## config.mk

```make
export PLATFORM = sky130hd
export DESIGN_NAME = shm_bank_scheduler
export DESIGN_NICKNAME = d
export VERILOG_FILES = /design/src/rtl/shm_bank_scheduler_pkg.sv /design/src/rtl/shm_bank_scheduler_rr_arb_core.sv /design/src/rtl/shm_bank_scheduler.sv
export SDC_FILE = /design/constraint.sdc
export NUM_CORES = 1
export LEC_CHECK = 0
export BUFFER_PORTS_ARGS = -buffer_cell sky130_fd_sc_hd__buf_2
export CELL_PAD_IN_SITES_DETAIL_PLACEMENT = 2
export CELL_PAD_IN_SITES_GLOBAL_PLACEMENT = 2
export CORE_ASPECT_RATIO = 1.75
export CORE_MARGIN = 3
export CORE_UTILIZATION = 25
export DETAILED_ROUTE_END_ITERATION = 10
export PLACE_DENSITY = 0.87
export SYNTH_ARGS = -nofsm -noshare
export SYNTH_HDL_FRONTEND = slang
export SYNTH_SLANG_ARGS = --single-unit
```

## constraint.sdc

```tcl
create_clock -name clk -period 4.8 [get_ports clk]
set_input_delay 0.48 -clock clk [delete_from_list [all_inputs] [get_ports clk]]
set_output_delay 0.48 -clock clk [all_outputs]
set_load 0.01 [all_outputs]
```

## src/rtl/shm_bank_scheduler_pkg.sv

```systemverilog
// Shared types and helpers for the shared-memory bank scheduler.
// Holds the FSM state encoding, requester id sizing and one-hot decode.
package shm_bank_scheduler_pkg;

    typedef enum logic {
        ST_IDLE = 1'b0,
        ST_LOCK = 1'b1
    } state_t;

    localparam int MAX_REQ = 32;

    function automatic int id_width(input int n);
        return (n > 1) ? $clog2(n) : 1;
    endfunction

    // OR-reduction decode; only meaningful for one-hot or all-zero input.
    function automatic logic [4:0] onehot2bin(input logic [MAX_REQ-1:0] oh);
        logic [4:0] bin;
        bin = '0;
        for (int i = 0; i < MAX_REQ; i++) begin
            if (oh[i]) bin = bin | 5'(i);
        end
        return bin;
    endfunction

endpackage

```

## src/rtl/shm_bank_scheduler_rr_arb_core.sv

```systemverilog
// Round-robin pick: lowest request above the pointer, else lowest request overall.
// Latency: combinational grant; pointer moves one cycle after an update.
// Backpressure: none; caller decides when the pointer advances.
module rr_arb_core #(
    parameter int N = 5
) (
    input  logic         clk,
    input  logic         rst,
    input  logic [N-1:0] req,
    input  logic         upd_en,
    input  logic [N-1:0] upd_grant,
    output logic [N-1:0] grant
);

    logic [N-1:0] ptr;
    logic [N-1:0] masked;
    logic [N-1:0] pick_masked;
    logic [N-1:0] pick_any;

    always_comb begin
        masked      = req & ptr;
        pick_masked = masked & (~masked + N'(1));
        pick_any    = req & (~req + N'(1));
        grant       = (|masked) ? pick_masked : pick_any;
    end

    // Pointer keeps only the bits strictly above the last granted requester.
    always_ff @(posedge clk or negedge rst) begin
        if (!rst) begin
            ptr <= '1;
        end else if (upd_en) begin
            ptr <= ~(upd_grant | (upd_grant - N'(1)));
        end
    end

endmodule

```

## src/rtl/shm_bank_scheduler.sv

```systemverilog
// Shares one single-ported SRAM bank among N requesters with burst-locked round robin.
// Latency: accept C -> mem drive C+1 -> read response C+2+MEM_LAT.
// Backpressure: one-hot req_ready per requester; responses cannot be stalled.
module shm_bank_scheduler
    import shm_bank_scheduler_pkg::*;
#(
    parameter int REQ_WIDTH = 5,
    parameter int ADDR_W    = 10,
    parameter int DATA_W    = 32,
    parameter int MEM_LAT   = 1
) (
    input  logic                        clk,
    input  logic                        rst,
    input  logic [REQ_WIDTH-1:0]        req_valid,
    input  logic [REQ_WIDTH-1:0]        req_last,
    input  logic [REQ_WIDTH-1:0]        req_we,
    input  logic [REQ_WIDTH*ADDR_W-1:0] req_addr,
    input  logic [REQ_WIDTH*DATA_W-1:0] req_wdata,
    output logic [REQ_WIDTH-1:0]        req_ready,
    output logic                        mem_en,
    output logic                        mem_we,
    output logic [ADDR_W-1:0]           mem_addr,
    output logic [DATA_W-1:0]           mem_wdata,
    input  logic [DATA_W-1:0]           mem_rdata,
    output logic [REQ_WIDTH-1:0]        rsp_valid,
    output logic [DATA_W-1:0]           rsp_data,
    output logic                        busy
);

    localparam int ID_W = id_width(REQ_WIDTH);

    typedef struct packed {
        logic              last;
        logic              we;
        logic [ADDR_W-1:0] addr;
        logic [DATA_W-1:0] wdata;
    } beat_t;

    typedef struct packed {
        logic            vld;
        logic [ID_W-1:0] id;
    } rd_tag_t;

    state_t                 state;
    logic [REQ_WIDTH-1:0]   owner_oh;
    logic [REQ_WIDTH-1:0]   arb_grant;
    logic [REQ_WIDTH-1:0]   grant;
    logic                   accept;
    beat_t                  beat;
    logic [ID_W-1:0]        grant_id;
    rd_tag_t                rd_pipe [MEM_LAT+1];

    rr_arb_core #(
        .N (REQ_WIDTH)
    ) u_arb (
        .clk       (clk),
        .rst       (rst),
        .req       (req_valid),
        .upd_en    (accept & beat.last),
        .upd_grant (grant),
        .grant     (arb_grant)
    );

    // While locked only the owner may proceed; an owner gap stalls the bank.
    always_comb begin
        grant = (state == ST_IDLE) ? arb_grant : (req_valid & owner_oh);
        if (!rst) grant = '0;
        accept = |grant;
        beat   = '0;
        for (int i = 0; i < REQ_WIDTH; i++) begin
            if (grant[i]) begin
                beat.last  = req_last[i];
                beat.we    = req_we[i];
                beat.addr  = req_addr[i*ADDR_W +: ADDR_W];
                beat.wdata = req_wdata[i*DATA_W +: DATA_W];
            end
        end
        grant_id = ID_W'(onehot2bin(MAX_REQ'(grant)));
    end

    assign req_ready = grant;

    always_comb begin
        busy = (state == ST_LOCK);
        for (int k = 0; k <= MEM_LAT; k++) begin
            busy = busy | rd_pipe[k].vld;
        end
    end

    always_ff @(posedge clk or negedge rst) begin
        if (!rst) begin
            state     <= ST_IDLE;
            owner_oh  <= '0;
            mem_en    <= 1'b0;
            mem_we    <= 1'b0;
            mem_addr  <= '0;
            mem_wdata <= '0;
            rsp_valid <= '0;
            rsp_data  <= '0;
            for (int k = 0; k <= MEM_LAT; k++) begin
                rd_pipe[k] <= '0;
            end
        end else begin
            case (state)
                ST_IDLE: begin
                    if (accept && !beat.last) begin
                        state    <= ST_LOCK;
                        owner_oh <= grant;
                    end
                end
                ST_LOCK: begin
                    if (accept && beat.last) state <= ST_IDLE;
                end
                default: state <= ST_IDLE;
            endcase

            mem_en <= accept;
            if (accept) begin
                mem_we    <= beat.we;
                mem_addr  <= beat.addr;
                mem_wdata <= beat.wdata;
            end

            // Stage k holds the read issued to the SRAM k cycles ago.
            rd_pipe[0] <= '{vld: accept & ~beat.we, id: grant_id};
            for (int k = 1; k <= MEM_LAT; k++) begin
                rd_pipe[k] <= rd_pipe[k-1];
            end

            rsp_valid <= rd_pipe[MEM_LAT].vld ? (REQ_WIDTH'(1) << rd_pipe[MEM_LAT].id) : '0;
            if (rd_pipe[MEM_LAT].vld) rsp_data <= mem_rdata;
        end
    end

endmodule

```

==> report_table.html, run 1 <==
<table>
<tr><th>Metric</th><th>Value</th></tr>
<tr><th colspan="2">Timing</th></tr>
<tr><td>Max Clock Freq</td><td>274.9 MHz</td></tr>
<tr><td>Final setup violating endpoints</td><td>0</td></tr>
<tr><td>Tcrit/Tclk final</td><td>0.7578</td></tr>
<tr><td>Tmin final</td><td>about 3.6 ns</td></tr>
<tr><td>Worst Setup Slack, final</td><td>approximately 1.2 ns</td></tr>
<tr><td>Number of slew-limit violations in the final report</td><td>0</td></tr>
<tr><td>Worst Tran Pin Value</td><td>0.9224 ns</td></tr>
<tr><td>Setup Total Neg Slack</td><td>0 ns</td></tr>
<tr><td>Worst slew slack as a fraction of its limit</td><td>0.3851</td></tr>
<tr><td>Number of hold violations in the final report</td><td>0</td></tr>
<tr><td>RSZ-0062 raised after global routing</td><td>no</td></tr>
<tr><td>Clock tree skew after final layout</td><td>0.01539 ns</td></tr>
<tr><th colspan="2">Floorplan</th></tr>
<tr><td>Area enclosed by the die boundary</td><td>~23000 um^2</td></tr>
<tr><td>Starting density of the core</td><td>0.2549</td></tr>
<tr><td>Total number of placement rows</td><td>70</td></tr>
<tr><td>DIE WIDTH</td><td>~120 um</td></tr>
<tr><td>Die boundary height</td><td>199.7 um</td></tr>
<tr><td>Core ar.</td><td>around 21000 um^2</td></tr>
<tr><td>I/O pin count</td><td>~350</td></tr>
<tr><th colspan="2">Global routing</th></tr>
<tr><td>Antenna violations before repair</td><td>10</td></tr>
<tr><td>Maximum number of pins on one net before global-route repair</td><td>between 70 and 80</td></tr>
<tr><td>Vias in the first global route</td><td>6721</td></tr>
<tr><td>Wire length of the first global-routing pass</td><td>between 30 and 40 mm</td></tr>
<tr><td>Final global-route overflow total</td><td>0</td></tr>
<tr><td>All-Layer GR Usage</td><td>0.2125</td></tr>
<tr><th colspan="2">Routing</th></tr>
<tr><td>DRT Wirelength</td><td>25.58 mm</td></tr>
<tr><td>Detailed-route via count</td><td>~6100</td></tr>
<tr><td>Per-cell routed wire length</td><td>around 22 um</td></tr>
<tr><td>Number of nets still failing antenna checks after routing</td><td>0</td></tr>
<tr><td>Initial detailed-routing violation count</td><td>~180</td></tr>
<tr><td>Post-detailed-route DRC marker count</td><td>0</td></tr>
<tr><td>Vias per cell</td><td>about 5.3</td></tr>
<tr><td>Drt first pass iters</td><td>4</td></tr>
<tr><th colspan="2">Cells and area</th></tr>
<tr><td>Finished Cell Area</td><td>between 7000 and 8000 um^2</td></tr>
<tr><td>Number of filler instances in the final layout</td><td>between 2000 and 2500</td></tr>
<tr><td>Fin cells</td><td>about 1200</td></tr>
<tr><td>Area growth from synthesis to layout</td><td>42.42%</td></tr>
<tr><td>Storage cell area</td><td>around 2500 um^2</td></tr>
<tr><td>Fin nets</td><td>between 1000 and 1500</td></tr>
<tr><td>Footprint of the multi-input gates</td><td>between 2000 and 3000 um^2</td></tr>
<tr><td>Fraction of layout cells with a size suffix above 1</td><td>0.4771</td></tr>
<tr><th colspan="2">Clocking</th></tr>
<tr><td>Cell chosen for the clock root</td><td>sky130_fd_sc_hd__clkbuf_16</td></tr>
<tr><td>TritonCTS clock tree</td><td>done</td></tr>
<tr><td>Clock latency reported for the late side of the worst-skew pair</td><td>0.35 ns</td></tr>
<tr><td>Clock sink total</td><td>100</td></tr>
<tr><td>CTS HTree Levels</td><td>3</td></tr>
<tr><td>Maximum root-to-sink buffer count</td><td>2</td></tr>
<tr><td>Post-cts repair resize count</td><td>0</td></tr>
<tr><td>Count of buffers added by post-CTS timing repair for setup</td><td>0</td></tr>
<tr><td>Number of buffers inserted during clock tree synthesis</td><td>9</td></tr>
<tr><td>Post-CTS Hold Fix Bufs</td><td>0</td></tr>
<tr><td>Clock edge transition at the registers on the reported setup and hold paths</td><td>roughly 0.080 ns</td></tr>
<tr><th colspan="2">Critical path</th></tr>
<tr><td>Worst setup EP type</td><td>output port</td></tr>
<tr><td>Sort of element at the start of the critical path</td><td>input port</td></tr>
<tr><td>Critical Path AT</td><td>3.16 ns</td></tr>
<tr><td>Critical path type</td><td>input port to output port</td></tr>
<tr><td>Maximum fanout along the worst path</td><td>73</td></tr>
<tr><td>Data required time at the worst endpoint</td><td>around 4.3 ns</td></tr>
<tr><th colspan="2">Yosys</th></tr>
<tr><td>Number of flip-flops and latches in the synthesized netlist</td><td>100</td></tr>
<tr><td>Count of flip-flops with a built-in enable after synthesis</td><td>0</td></tr>
<tr><td>Sequential element share of the synthesized area</td><td>0.4681</td></tr>
<tr><td>Post-synthesis average cell area</td><td>~9.3 um^2</td></tr>
<tr><td>Top flip-flop cell by instance count after synthesis</td><td>sky130_fd_sc_hd__dfrtp_1</td></tr>
<tr><td>Warnings from Yosys</td><td>0</td></tr>
<tr><td>Cell variety after synth</td><td>between 50 and 60</td></tr>
<tr><td>Share of synthesized registers carrying an async set or reset</td><td>1.000</td></tr>
<tr><td>Post-Synthesis Net Count</td><td>about 840</td></tr>
<tr><td>Post-synthesis cell count</td><td>576</td></tr>
<tr><td>Synthesized cell area</td><td>between 5000 and 6000 um^2</td></tr>
<tr><th colspan="2">Power and ir drop</th></tr>
<tr><td>Peak supply drop</td><td>0.2004 mV</td></tr>
<tr><td>Power density cells</td><td>579.1 nW/um^2</td></tr>
<tr><td>Leak Pwr</td><td>around 3.5 nW</td></tr>
<tr><td>Total power draw</td><td>around 0.0044 W</td></tr>
<tr><th colspan="2">Placed design</th></tr>
<tr><td>Minimum setup slack after placement</td><td>0.9494 ns</td></tr>
<tr><td>Post-placement cell count</td><td>1131</td></tr>
<tr><td>Detailed placement HPWL</td><td>19.81 mm</td></tr>
<tr><td>Final RePlAce weighted congestion</td><td>0.8410</td></tr>
<tr><td>Area post-placement</td><td>between 7000 and 8000 um^2</td></tr>
<tr><td>Input/output buffers</td><td>roughly 350</td></tr>
<tr><th colspan="2">Min path</th></tr>
<tr><td>Tightest Hold Check Type</td><td>input port to asynchronous set/reset pin</td></tr>
<tr><th colspan="2">Run</th></tr>
<tr><td>Number of max-cap violations</td><td>0</td></tr>
<tr><th colspan="2">Run status</th></tr>
<tr><td>Status</td><td>finished clean</td></tr>
</table>
-- final timing paths --
check / start / to / slack [ns] / cells past startpoint
max: rst / req_ready[2] / 1.16 / 7
min: rst / owner_oh[0] / 0.25 / 1
max in group asynchronous: rst / mem_wdata[1] / 3.48 / 2
max reg2reg: flop / owner_oh[2] / 1.20 / 9
min reg2reg: rd_pipe[4] / rd_pipe[0] / 0.35 / 0
min in group clk: req_addr[46] / mem_addr[6] / 0.33 / 3
-- area by class of cell --
class,count,share of cell area
diodes,10,0.003279
flip-flops and latches,100,0.3287
repair buffers,359,0.2403
clock buffers,9,0.02951
multi-input cells,412,0.3379
clock inverters,7,0.01344
well taps,252,0.04131
inverters,8,0.005574
-- metal layers --
metal / share of wire / up-vias / global-route usage
met3: 0.048 / 47 / 0.04091
li1: - / 2792 / -
met2: 0.55 / 223 / 0.3843
met5: 0 / - / 0
met1: 0.37 / 3062 / 0.2344
met4: 0.036 / 0 / 0.1003
-- synth_stat cells (3+ instances only) --
cell type	count	area [um^2]
sky130_fd_sc_hd__a21oi_1	4	20.02
sky130_fd_sc_hd__buf_1	5	18.77
sky130_fd_sc_hd__buf_2	5	25.02
sky130_fd_sc_hd__buf_4	4	30.03
sky130_fd_sc_hd__clkbuf_1	41	153.9
sky130_fd_sc_hd__dfrtp_1	95	2377
sky130_fd_sc_hd__dfstp_2	5	131.4
sky130_fd_sc_hd__inv_1	5	18.77
sky130_fd_sc_hd__mux2_2	36	405.4
sky130_fd_sc_hd__nand2_1	96	360.4
sky130_fd_sc_hd__nor2_1	50	187.7
sky130_fd_sc_hd__nor2b_1	3	18.77
sky130_fd_sc_hd__nor3_1	44	220.2
sky130_fd_sc_hd__o21ai_0	46	230.2
sky130_fd_sc_hd__o21ai_1	5	25.02
sky130_fd_sc_hd__o221ai_1	42	367.9
sky130_fd_sc_hd__o311ai_0	41	359.1
-- worst max-delay path, stage by stage --
cell and delay (ns):
sky130_fd_sc_hd__buf_4 0.66, sky130_fd_sc_hd__inv_1 0.22, sky130_fd_sc_hd__nor4b_1 0.42, sky130_fd_sc_hd__a21oi_1 0.28
sky130_fd_sc_hd__inv_2 0.46, sky130_fd_sc_hd__buf_4 0.38, sky130_fd_sc_hd__buf_2 0.20
-- through the flow --
stage / util / hold WS (ns)
global route: 0.3631 / 0.3076
floorplan: - / 0.1844
finish: 0.3631 / 0.2524
CTS: 0.3619 / 0.2748
global placement: 0.3463 / 0.3344
detailed placement: 0.3463 / 0.3379
-- cells in the final DEF, fill, tap and decap left out, types with 2 or more instances in the layout --
cell type,count
sky130_fd_sc_hd__inv_2,3
sky130_fd_sc_hd__o21ai_1,5
sky130_fd_sc_hd__clkbuf_16,9
sky130_fd_sc_hd__buf_4,15
sky130_fd_sc_hd__and3b_1,2
sky130_fd_sc_hd__nand4_1,2
sky130_fd_sc_hd__o31ai_1,2
sky130_fd_sc_hd__nor3_1,44
sky130_fd_sc_hd__o22ai_1,2
sky130_fd_sc_hd__inv_1,4
sky130_fd_sc_hd__o221ai_1,42
sky130_fd_sc_hd__a211oi_1,2
sky130_fd_sc_hd__dfrtp_1,95
sky130_fd_sc_hd__a21oi_1,4
sky130_fd_sc_hd__a22oi_1,2
sky130_fd_sc_hd__buf_2,344
sky130_fd_sc_hd__dfstp_2,5
sky130_fd_sc_hd__inv_8,2
sky130_fd_sc_hd__and4_1,2
sky130_fd_sc_hd__o21ai_0,46
sky130_fd_sc_hd__nor3b_1,2
sky130_fd_sc_hd__nor2b_1,3
sky130_fd_sc_hd__o311ai_0,41
sky130_fd_sc_hd__a2111oi_0,2
sky130_fd_sc_hd__clkinv_8,3
sky130_fd_sc_hd__nand3_1,2
sky130_fd_sc_hd__diode_2,10
sky130_fd_sc_hd__nand2_1,96
sky130_fd_sc_hd__mux2_2,36
sky130_fd_sc_hd__nor2_1,49
-- sequential cells by signal (all words and copies together) (netlist names), named ones only --
name and flops:
u_arb.ptr 5, mem_en 1, mem_wdata 32, owner_oh 5
rsp_data 32, mem_we 1, rsp_valid 5, mem_addr 10
rd_pipe 8
-- cells by family (layout without fill, tap and decap cells) --
kind of cell | after synthesis | after routing | share of synthesized area
AND/OR/NAND/NOR | 213 | 213 | 0.1732
AO/OA/AOI/OAI | 163 | 163 | 0.2304
other | 0 | 10 | 0
multiplexers | 36 | 36 | 0.07565
buffers and inverters | 64 | 383 | 0.05254
flip-flops | 100 | 100 | 0.4681
-- report_power, final --
part	internal (W)	switching [W]
registers	0.00126	0.000258
clock network	0.000425	0.000384
logic	0.000903	0.00119
total	0.00259	0.00183
Power figures use the tool's default switching activity.
==> run 2, diff against run 1 <==
--- a/config.mk
+++ b/config.mk
@@ -10,9 +10,9 @@
 export CELL_PAD_IN_SITES_GLOBAL_PLACEMENT = 2
 export CORE_ASPECT_RATIO = 1.75
 export CORE_MARGIN = 3
-export CORE_UTILIZATION = 25
+export CORE_UTILIZATION = 21
 export DETAILED_ROUTE_END_ITERATION = 10
-export PLACE_DENSITY = 0.87
+export PLACE_DENSITY = 0.78
 export SYNTH_ARGS = -nofsm -noshare
 export SYNTH_HDL_FRONTEND = slang
 export SYNTH_SLANG_ARGS = --single-unit
==> constraint.sdc (replaced) <==
create_clock -name clk -period 3 [get_ports clk]
set_input_delay 0.3 -clock clk [delete_from_list [all_inputs] [get_ports clk]]
set_output_delay 0.3 -clock clk [all_outputs]
set_load 0.01 [all_outputs]
==> run 2 against run 1 <==
  * Wire length increased by 0.98%
  * Power rose by 63%
  * Hold slack worse by 0.12 ns
  * Final area up 2.9%
  * Clock-buffer cell count grew 1
  * Critical path depth up 3
  * Worst setup slack lost 0.98 ns
  * First-iteration DRC count shrank 17%
  * Combinational power up 65%
  * Critical endpoint is now owner_oh[2]
  * Largest cell class unchanged
  * Highest routed layer unchanged
==> report_table.html, run 2 (synthesized netlist as in run 1, its figures left out) <==
<table>
<tr><th>Metric</th><th>Value</th></tr>
<tr><th colspan="2">Run status</th></tr>
<tr><td>Status</td><td>finished clean</td></tr>
<tr><th colspan="2">Power and ir drop</th></tr>
<tr><td>Peak supply drop</td><td>0.2573 mV (+28%)</td></tr>
<tr><td>Power density cells</td><td>914.6 nW/um^2 (+58%)</td></tr>
<tr><td>Leak Pwr</td><td>3.552 nW (+1.5%)</td></tr>
<tr><th colspan="2">Clocking</th></tr>
<tr><td>Clock edge transition at the registers on the reported setup and hold paths</td><td>0.07 ns (about the same)</td></tr>
<tr><td>Maximum root-to-sink buffer count</td><td>2 (unchanged)</td></tr>
<tr><td>Clock sink total</td><td>100 (unchanged)</td></tr>
<tr><td>Post-CTS Hold Fix Bufs</td><td>0 (unchanged)</td></tr>
<tr><td>Cell chosen for the clock root</td><td>sky130_fd_sc_hd__clkbuf_16</td></tr>
<tr><td>Clock latency reported for the late side of the worst-skew pair</td><td>0.36 ns (about the same)</td></tr>
<tr><td>CTS HTree Levels</td><td>3 (unchanged)</td></tr>
<tr><td>TritonCTS clock tree</td><td>done</td></tr>
<tr><td>Post-cts repair resize count</td><td>0 (unchanged)</td></tr>
<tr><td>Number of buffers inserted during clock tree synthesis</td><td>9 (unchanged)</td></tr>
<tr><td>Count of buffers added by post-CTS timing repair for setup</td><td>0 (unchanged)</td></tr>
<tr><th colspan="2">Routing</th></tr>
<tr><td>Drt first pass iters</td><td>5 (+1)</td></tr>
<tr><td>Detailed-route via count</td><td>6081 (-0.70%)</td></tr>
<tr><td>Post-detailed-route DRC marker count</td><td>0 (unchanged)</td></tr>
<tr><td>Vias per cell</td><td>4.944 (-6.6%)</td></tr>
<tr><td>DRT Wirelength</td><td>25.83 mm (+0.98%)</td></tr>
<tr><td>Number of nets still failing antenna checks after routing</td><td>0 (unchanged)</td></tr>
<tr><td>Per-cell routed wire length</td><td>21.00 um (-5.0%)</td></tr>
<tr><td>Initial detailed-routing violation count</td><td>152 (-17%)</td></tr>
<tr><th colspan="2">Critical path</th></tr>
<tr><td>Critical path type</td><td>flop to flop</td></tr>
<tr><td>Critical Path AT</td><td>3.06 ns (-0.10 ns)</td></tr>
<tr><td>Worst setup EP type</td><td>flop</td></tr>
<tr><td>Data required time at the worst endpoint</td><td>3.24 ns (-1.08 ns)</td></tr>
<tr><td>Maximum fanout along the worst path</td><td>21 (-71%)</td></tr>
<tr><td>Sort of element at the start of the critical path</td><td>flop</td></tr>
<tr><th colspan="2">Cells and area</th></tr>
<tr><td>Most common cell after layout, fill and taps aside</td><td>sky130_fd_sc_hd__buf_2</td></tr>
<tr><td>Top Registers</td><td>mem_wdata (32), rsp_data (32), mem_addr (10)</td></tr>
<tr><td>Fraction of layout cells with a size suffix above 1</td><td>0.4829 (+0.005778)</td></tr>
<tr><td>Fin nets</td><td>1159 (+0.87%)</td></tr>
<tr><td>Area growth from synthesis to layout</td><td>46.56%</td></tr>
<tr><td>Finished Cell Area</td><td>7854 um^2 (+2.9%)</td></tr>
<tr><td>Top library cells by usage in the layout, fill and taps aside</td><td>sky130_fd_sc_hd__buf_2 (344), sky130_fd_sc_hd__nand2_1 (96), sky130_fd_sc_hd__dfrtp_1 (94)</td></tr>
<tr><th colspan="2">Global routing</th></tr>
<tr><td>Antenna violations before repair</td><td>12 (+2)</td></tr>
<tr><td>Maximum number of pins on one net before global-route repair</td><td>60 (-19%)</td></tr>
<tr><td>All-Layer GR Usage</td><td>0.1865 (-0.02595)</td></tr>
<tr><td>Wire length of the first global-routing pass</td><td>39.52 mm (+5.0%)</td></tr>
<tr><td>Vias in the first global route</td><td>6838 (+1.7%)</td></tr>
<tr><td>Final global-route overflow total</td><td>0 (unchanged)</td></tr>
<tr><th colspan="2">Timing</th></tr>
<tr><td>Worst slew slack as a fraction of its limit</td><td>0.5004 (+0.1153)</td></tr>
<tr><td>Tcrit/Tclk final</td><td>0.9403</td></tr>
<tr><td>RSZ-0062 raised after global routing</td><td>no</td></tr>
<tr><td>Worst Tran Pin Value</td><td>0.7495 ns (-0.1729 ns)</td></tr>
<tr><td>Setup Total Neg Slack</td><td>0 ns (unchanged)</td></tr>
<tr><td>Tmin final</td><td>between 2 and 3 ns</td></tr>
<tr><td>Clock tree skew after final layout</td><td>0.008826 ns (-0.006559 ns)</td></tr>
<tr><td>Worst-case hold slack</td><td>0.1286 ns (-0.1237 ns)</td></tr>
<tr><td>Final setup violating endpoints</td><td>0 (unchanged)</td></tr>
<tr><td>Max Clock Freq</td><td>around 350 MHz</td></tr>
<tr><td>Number of slew-limit violations in the final report</td><td>0 (unchanged)</td></tr>
<tr><td>Number of hold violations in the final report</td><td>0 (unchanged)</td></tr>
<tr><th colspan="2">Floorplan</th></tr>
<tr><td>DIE WIDTH</td><td>126.8 um (+8.6%)</td></tr>
<tr><td>Die boundary height</td><td>217.3 um (+8.8%)</td></tr>
<tr><td>Area enclosed by the die boundary</td><td>27550 um^2 (+18%)</td></tr>
<tr><td>Total number of placement rows</td><td>76 (+8.6%)</td></tr>
<tr><td>I/O pin count</td><td>346 (unchanged)</td></tr>
<tr><td>Starting density of the core</td><td>0.2151 (-0.03984)</td></tr>
<tr><td>Core ar.</td><td>24910 um^2 (+19%)</td></tr>
<tr><th colspan="2">Min path</th></tr>
<tr><td>Tightest Hold Check Type</td><td>input port to asynchronous set/reset pin</td></tr>
<tr><th colspan="2">Run</th></tr>
<tr><td>Number of max-cap violations</td><td>0 (unchanged)</td></tr>
<tr><th colspan="2">Placed design</th></tr>
<tr><td>Detailed placement HPWL</td><td>20.51 mm (+3.6%)</td></tr>
<tr><td>Area post-placement</td><td>7492 um^2 (+2.9%)</td></tr>
<tr><td>Input/output buffers</td><td>345 (unchanged)</td></tr>
<tr><td>Final RePlAce weighted congestion</td><td>0.8390 (-0.24%)</td></tr>
</table>
run 2: cell count changes in the layout (fill, tap and decap cells not counted), sizes merged:
cell | previous run | this run
inv | 10 | 9
clkinv | 4 | 1
diode | 10 | 13
bufinv | 1 | 2
buf | 359 | 369
clkbuf | 9 | 10
clkinvlp | 0 | 2
run 2: path summary, 6_finish.rpt:
check | startpoint | to | slack (ns) | cells past startpoint
max | u_arb.ptr[1] | owner_oh[2] | 0.18 | 10
min | rst | rsp_data[7] | 0.13 | 2
max reg2reg | u_arb.ptr[1] | owner_oh[2] | 0.18 | 10
min reg2reg | rd_pipe[4] | rd_pipe[0] | 0.35 | 0
max in group asynchronous | rst | asynchronous set/reset pin | 2.29 | 2
min in group clk | req_wdata[139] | mem_wdata[11] | 0.14 | 3
run 2: per-stage QoR:
| stage | std cells | utilization | total power (W) | worst slack (ns) |
|---|---|---|---|---|
| after global placement | 1201 | 0.3007 | 0.005826 | 0.1659 |
| after detailed placement | 1201 | 0.3007 | 0.005991 | 0.08499 |
| after floorplan | 576 | - | 0.004367 | 0.4313 |
| after CTS | 1217 | 0.3137 | 0.007334 | 0.1800 |
| after global routing | 1229 | 0.3151 | 0.007796 | 0.0008320 |
| final | 1230 | 0.3152 | 0.007183 | 0.1790 |
run 2: critical path, stage by stage (launching register included):
cell,delay (ns)
sky130_fd_sc_hd__dfstp_2,0.57
sky130_fd_sc_hd__a222oi_1,0.13
sky130_fd_sc_hd__buf_4,0.17
sky130_fd_sc_hd__nand4b_1,0.11
sky130_fd_sc_hd__a21o_2,0.24
sky130_fd_sc_hd__inv_2,0.07
sky130_fd_sc_hd__buf_4,0.22
sky130_fd_sc_hd__nor4_1,0.50
sky130_fd_sc_hd__a21oi_1,0.16
sky130_fd_sc_hd__o21ai_2,0.16
sky130_fd_sc_hd__mux2_2,0.38
run 2: final cells by class:
class,count,area (um^2)
Antenna cell,13,32.53
Clock buffer,10,229.0
Clock inverter,6,95.09
Fill cell,2945,17060
Inverter,8,42.54
Multi-Input combinational cell,412,2579
Sequential cell,100,2510
Tap cell,312,390.4
Timing Repair Buffer,369,1976
run 2: routing by layer:
metal  vias up  global-route usage  part of all wire
met5         -                   0                 0
met4         0              0.1063             0.042
met3        45             0.04028             0.053
met2       209              0.3495              0.57
met1      3014              0.1864              0.34
li1       2813                   -                 -
run 2: power by group:
part	switching, W	internal, W
clock network	0.000562	0.000741
registers	0.000389	0.00202
logic	0.00194	0.00153
==> run 3, diff against run 2 <==
--- a/config.mk
+++ b/config.mk
@@ -10,9 +10,10 @@
 export CELL_PAD_IN_SITES_GLOBAL_PLACEMENT = 2
 export CORE_ASPECT_RATIO = 1.75
 export CORE_MARGIN = 3
-export CORE_UTILIZATION = 21
+export CORE_UTILIZATION = 20
 export DETAILED_ROUTE_END_ITERATION = 10
-export PLACE_DENSITY = 0.78
+export PLACE_DENSITY = 0.76
 export SYNTH_ARGS = -nofsm -noshare
 export SYNTH_HDL_FRONTEND = slang
+export SYNTH_HIERARCHICAL = 1
 export SYNTH_SLANG_ARGS = --single-unit
==> run 3 against run 2 <==
  * The run now ends with hold timing left
  * First-iteration DRC count is 49% higher
  * Die area is 4.2% higher
  * Worst setup slack better by 0.0038 ns
==> report_table.html, run 3 <==
<table>
<tr><th>Metric</th><th>Value</th></tr>
<tr><th colspan="2">Placed design</th></tr>
<tr><td>Input/output buffers</td><td>345 (unchanged)</td></tr>
<tr><td>Final RePlAce weighted congestion</td><td>0.9050 (+7.9%)</td></tr>
<tr><td>Detailed placement HPWL</td><td>20.68 mm (+0.79%)</td></tr>
<tr><td>Post-placement cell count</td><td>1238 (+3.1%)</td></tr>
<tr><td>Area post-placement</td><td>7547 um^2 (+0.73%)</td></tr>
<tr><th colspan="2">Yosys</th></tr>
<tr><td>Fraction of the mapped netlist area in compound gates</td><td>0.2695 (+0.03906)</td></tr>
<tr><td>Post-synthesis cell count</td><td>600 (+4.2%)</td></tr>
<tr><td>Synthesized cell area</td><td>5325 um^2 (-0.63%)</td></tr>
<tr><td>Sequential element share of the synthesized area</td><td>0.4711 (+0.002970)</td></tr>
<tr><td>Top post-synthesis cells by area</td><td>sky130_fd_sc_hd__dfrtp_1 (45%), sky130_fd_sc_hd__a21oi_1 (8.3%), sky130_fd_sc_hd__mux2_2 (7.4%)</td></tr>
<tr><td>Top flip-flop cell by instance count after synthesis</td><td>sky130_fd_sc_hd__dfrtp_1</td></tr>
<tr><td>Cell variety after synth</td><td>43 (-19%)</td></tr>
<tr><td>Post-Synthesis Net Count</td><td>859 (+2.9%)</td></tr>
<tr><td>Count of flip-flops with a built-in enable after synthesis</td><td>0 (unchanged)</td></tr>
<tr><td>Proportion of synthesized area in mux cells</td><td>0.07401 (-0.001635)</td></tr>
<tr><td>Largest area contributor in the synthesized netlist</td><td>sky130_fd_sc_hd__dfrtp_1</td></tr>
<tr><td>Dominant cell by count in the synthesized netlist</td><td>sky130_fd_sc_hd__dfrtp_1</td></tr>
<tr><td>Post-synthesis average cell area</td><td>8.875 um^2 (-4.6%)</td></tr>
<tr><td>Share of synthesized registers carrying an async set or reset</td><td>1.000 (unchanged)</td></tr>
<tr><td>Adder-Cell Fraction of Synth Area</td><td>0 (unchanged)</td></tr>
<tr><td>Top cell type's share of synthesized area</td><td>0.4464 (+0.002814)</td></tr>
<tr><td>Fraction of the mapped netlist area in simple logic gates</td><td>0.1412 (-0.03203)</td></tr>
<tr><td>Combinational family with the most area after synthesis</td><td>compound AO/OA/AOI/OAI gates</td></tr>
<tr><td>Number of flip-flops and latches in the synthesized netlist</td><td>100 (unchanged)</td></tr>
<tr><td>Synth cell count leaders</td><td>sky130_fd_sc_hd__dfrtp_1 (95), sky130_fd_sc_hd__a21oi_1 (88), sky130_fd_sc_hd__nor2_1 (51)</td></tr>
<tr><td>Warnings from Yosys</td><td>6 (+6)</td></tr>
<tr><td>Parity-gate share of the synthesized area counting xor and xnor cells</td><td>0 (unchanged)</td></tr>
<tr><th colspan="2">Timing</th></tr>
<tr><td>RSZ-0062 raised after global routing</td><td>no</td></tr>
<tr><td>Number of hold violations in the final report</td><td>3 (+3)</td></tr>
<tr><td>Clock tree skew after final layout</td><td>0.01084 ns (+0.002010 ns)</td></tr>
<tr><td>Tcrit/Tclk final</td><td>0.9391 (-0.001265)</td></tr>
<tr><td>Max Clock Freq</td><td>355.0 MHz (+0.13%)</td></tr>
<tr><td>Setup Total Neg Slack</td><td>0 ns (unchanged)</td></tr>
<tr><td>Worst slew slack as a fraction of its limit</td><td>0.3438 (-0.1566)</td></tr>
<tr><td>Worst-case hold slack</td><td>-0.01471 ns (-0.1433 ns)</td></tr>
<tr><td>Worst Tran Pin Value</td><td>0.9844 ns (+0.2349 ns)</td></tr>
<tr><td>Final setup violating endpoints</td><td>0 (unchanged)</td></tr>
<tr><td>Number of slew-limit violations in the final report</td><td>0 (unchanged)</td></tr>
<tr><td>Tmin final</td><td>2.817 ns (-0.003794 ns)</td></tr>
<tr><th colspan="2">Clocking</th></tr>
<tr><td>TritonCTS clock tree</td><td>done</td></tr>
<tr><td>Clock latency reported for the late side of the worst-skew pair</td><td>0.36 ns (about the same)</td></tr>
<tr><td>Clock sink total</td><td>100 (unchanged)</td></tr>
<tr><td>Post-CTS Hold Fix Bufs</td><td>0 (unchanged)</td></tr>
<tr><td>Maximum root-to-sink buffer count</td><td>2 (unchanged)</td></tr>
<tr><td>Post-cts repair resize count</td><td>0 (unchanged)</td></tr>
<tr><td>CTS HTree Levels</td><td>3 (unchanged)</td></tr>
<tr><td>Clock edge transition at the registers on the reported setup and hold paths</td><td>0.08 ns (about the same)</td></tr>
<tr><td>Cell chosen for the clock root</td><td>sky130_fd_sc_hd__clkbuf_16</td></tr>
<tr><td>Number of buffers inserted during clock tree synthesis</td><td>9 (unchanged)</td></tr>
<tr><td>Count of buffers added by post-CTS timing repair for setup</td><td>0 (unchanged)</td></tr>
<tr><th colspan="2">Global routing</th></tr>
<tr><td>Wire length of the first global-routing pass</td><td>40.50 mm (+2.5%)</td></tr>
<tr><td>All-Layer GR Usage</td><td>0.1867 (+0.0002102)</td></tr>
<tr><td>Final global-route overflow total</td><td>0 (unchanged)</td></tr>
<tr><td>Vias in the first global route</td><td>6891 (+0.78%)</td></tr>
<tr><td>Maximum number of pins on one net before global-route repair</td><td>75 (+25%)</td></tr>
<tr><td>Antenna violations before repair</td><td>11 (-1)</td></tr>
<tr><th colspan="2">Floorplan</th></tr>
<tr><td>Core ar.</td><td>26060 um^2 (+4.6%)</td></tr>
<tr><td>Starting density of the core</td><td>0.2044 (-0.01074)</td></tr>
<tr><td>I/O pin count</td><td>346 (unchanged)</td></tr>
<tr><td>DIE WIDTH</td><td>129.3 um (+2.0%)</td></tr>
<tr><td>Area enclosed by the die boundary</td><td>28700 um^2 (+4.2%)</td></tr>
<tr><td>Total number of placement rows</td><td>78 (+2.6%)</td></tr>
<tr><td>Die boundary height</td><td>221.9 um (+2.1%)</td></tr>
<tr><th colspan="2">Cells and area</th></tr>
<tr><td>Fin cells</td><td>1264 (+2.8%)</td></tr>
<tr><td>Fin nets</td><td>1188 (+2.5%)</td></tr>
<tr><td>Top Registers</td><td>mem_wdata (32), rsp_data (32), mem_addr (10)</td></tr>
<tr><td>Finished Cell Area</td><td>7898 um^2 (+0.56%)</td></tr>
<tr><td>Area growth from synthesis to layout</td><td>48.31%</td></tr>
<tr><td>Top library cells by usage in the layout, fill and taps aside</td><td>sky130_fd_sc_hd__buf_2 (344), sky130_fd_sc_hd__dfrtp_1 (95), sky130_fd_sc_hd__a21oi_1 (88)</td></tr>
<tr><td>Most common cell after layout, fill and taps aside</td><td>sky130_fd_sc_hd__buf_2</td></tr>
<tr><td>Fraction of layout cells with a size suffix above 1</td><td>0.4679 (-0.01499)</td></tr>
<tr><th colspan="2">Routing</th></tr>
<tr><td>Number of nets still failing antenna checks after routing</td><td>0 (unchanged)</td></tr>
<tr><td>Post-detailed-route DRC marker count</td><td>0 (unchanged)</td></tr>
<tr><td>Drt first pass iters</td><td>4 (-1)</td></tr>
<tr><td>Vias per cell</td><td>4.886 (-1.2%)</td></tr>
<tr><td>Initial detailed-routing violation count</td><td>227 (+49%)</td></tr>
<tr><td>DRT Wirelength</td><td>27.04 mm (+4.7%)</td></tr>
<tr><td>Detailed-route via count</td><td>6176 (+1.6%)</td></tr>
<tr><td>Per-cell routed wire length</td><td>21.39 um (+1.9%)</td></tr>
<tr><th colspan="2">Critical path</th></tr>
<tr><td>Count of buffering cells on the critical path with inverters included</td><td>4 (+1)</td></tr>
<tr><td>Family of cells with the greatest summed delay on the critical path</td><td>compound AO/OA/AOI/OAI gates</td></tr>
<tr><td>Worst path cell trace</td><td>a2111oi_0 -&gt; o211a_1 -&gt; nor2b_1 -&gt; o21ai_4 -&gt; buf_12 -&gt; inv_2 -&gt; buf_12 -&gt; buf_2</td></tr>
<tr><td>Critical path type</td><td>flop to output port</td></tr>
<tr><td>Maximum cell stage delay along the critical path</td><td>0.43 ns (-0.14 ns)</td></tr>
<tr><td>Worst path slowest cell</td><td>sky130_fd_sc_hd__a2111oi_0</td></tr>
<tr><td>Sort of element at the start of the critical path</td><td>flop</td></tr>
<tr><td>Worst setup EP type</td><td>output port</td></tr>
<tr><td>Maximum fanout along the worst path</td><td>46 (+120%)</td></tr>
<tr><td>Critical Path AT</td><td>2.52 ns (-0.54 ns)</td></tr>
<tr><td>Data required time at the worst endpoint</td><td>2.70 ns (-0.54 ns)</td></tr>
<tr><td>Crit path top cell by count</td><td>sky130_fd_sc_hd__buf_12</td></tr>
<tr><th colspan="2">Power and ir drop</th></tr>
<tr><td>Leak Pwr</td><td>3.817 nW (+7.5%)</td></tr>
<tr><td>Peak supply drop</td><td>0.2619 mV (+1.8%)</td></tr>
<tr><td>Power density cells</td><td>907.6 nW/um^2 (-0.76%)</td></tr>
<tr><th colspan="2">Run</th></tr>
<tr><td>Number of max-cap violations</td><td>0 (unchanged)</td></tr>
<tr><th colspan="2">Run status</th></tr>
<tr><td>Status</td><td>finished with violations</td></tr>
<tr><td>Violated checks</td><td>hold timing</td></tr>
<tr><th colspan="2">Min path</th></tr>
<tr><td>Tightest Hold Check Type</td><td>input port to asynchronous set/reset pin</td></tr>
</table>
run 3: kinds of logic after synthesis:
kind of cell	after synthesis
compound gates	243
mux	35
buf+inv	59
simple gates	163
flops	100
run 3: report_power, final:
part           internal (W)  switching, W
registers           0.00200      0.000342
logic               0.00151       0.00199
clock network      0.000743      0.000581
total               0.00425       0.00292
run 3: worst paths after layout:
check | start | to | slack (ns) | depth (start not counted)
hold reg to reg | rd_pipe[4] | rd_pipe[0] | 0.35 | 0
min in group clk | mem_rdata[7] | rsp_data[7] | 0.17 | 2
max in group asynchronous | rst | mem_wdata[28] | 1.66 | 3
hold / removal | rst | asynchronous set/reset pin | -0.01 | 2
setup reg to reg | u_arb/ptr[3] | rd_pipe[7] | 0.29 | 11
setup / recovery | u_arb/ptr[4] | req_ready[3] | 0.18 | 8
run 3: final cells by class:
class / instances / area (um^2)
antenna: 10 / 25.02
timing repair buffer: 368 / 1977
fill: 3061 / 18160
sequential: 100 / 2509
inverter: 9 / 33.78
multi-input combinational: 441 / 2628
tap: 320 / 400.4
clock buffer: 10 / 229.0
clock inverter: 6 / 96.34
run 3: stage by stage:
step	setup WS, ns	hold slack [ns]	utilization	total power, W
floorplan	0.4060	0.004409	-	0.004354
global placement	0.3202	0.3375	0.2896	0.005824
detailed placement	0.1832	0.3372	0.2896	0.005963
CTS	0.1250	0.001822	0.3021	0.007329
global route	0.0004026	0.02029	0.3030	0.007758
finish	0.1828	-0.01471	0.3031	0.007168
run 3: metal layers:
metal / vias to the layer above / routed length [um] / GRT usage
met3: 43 / 1429 / 0.03255
met2: 233 / 15000 / 0.3495
met5: - / 27 / 0
met4: 4 / 895 / 0.08749
li1: 2849 / - / -
met1: 3047 / 9684 / 0.1965
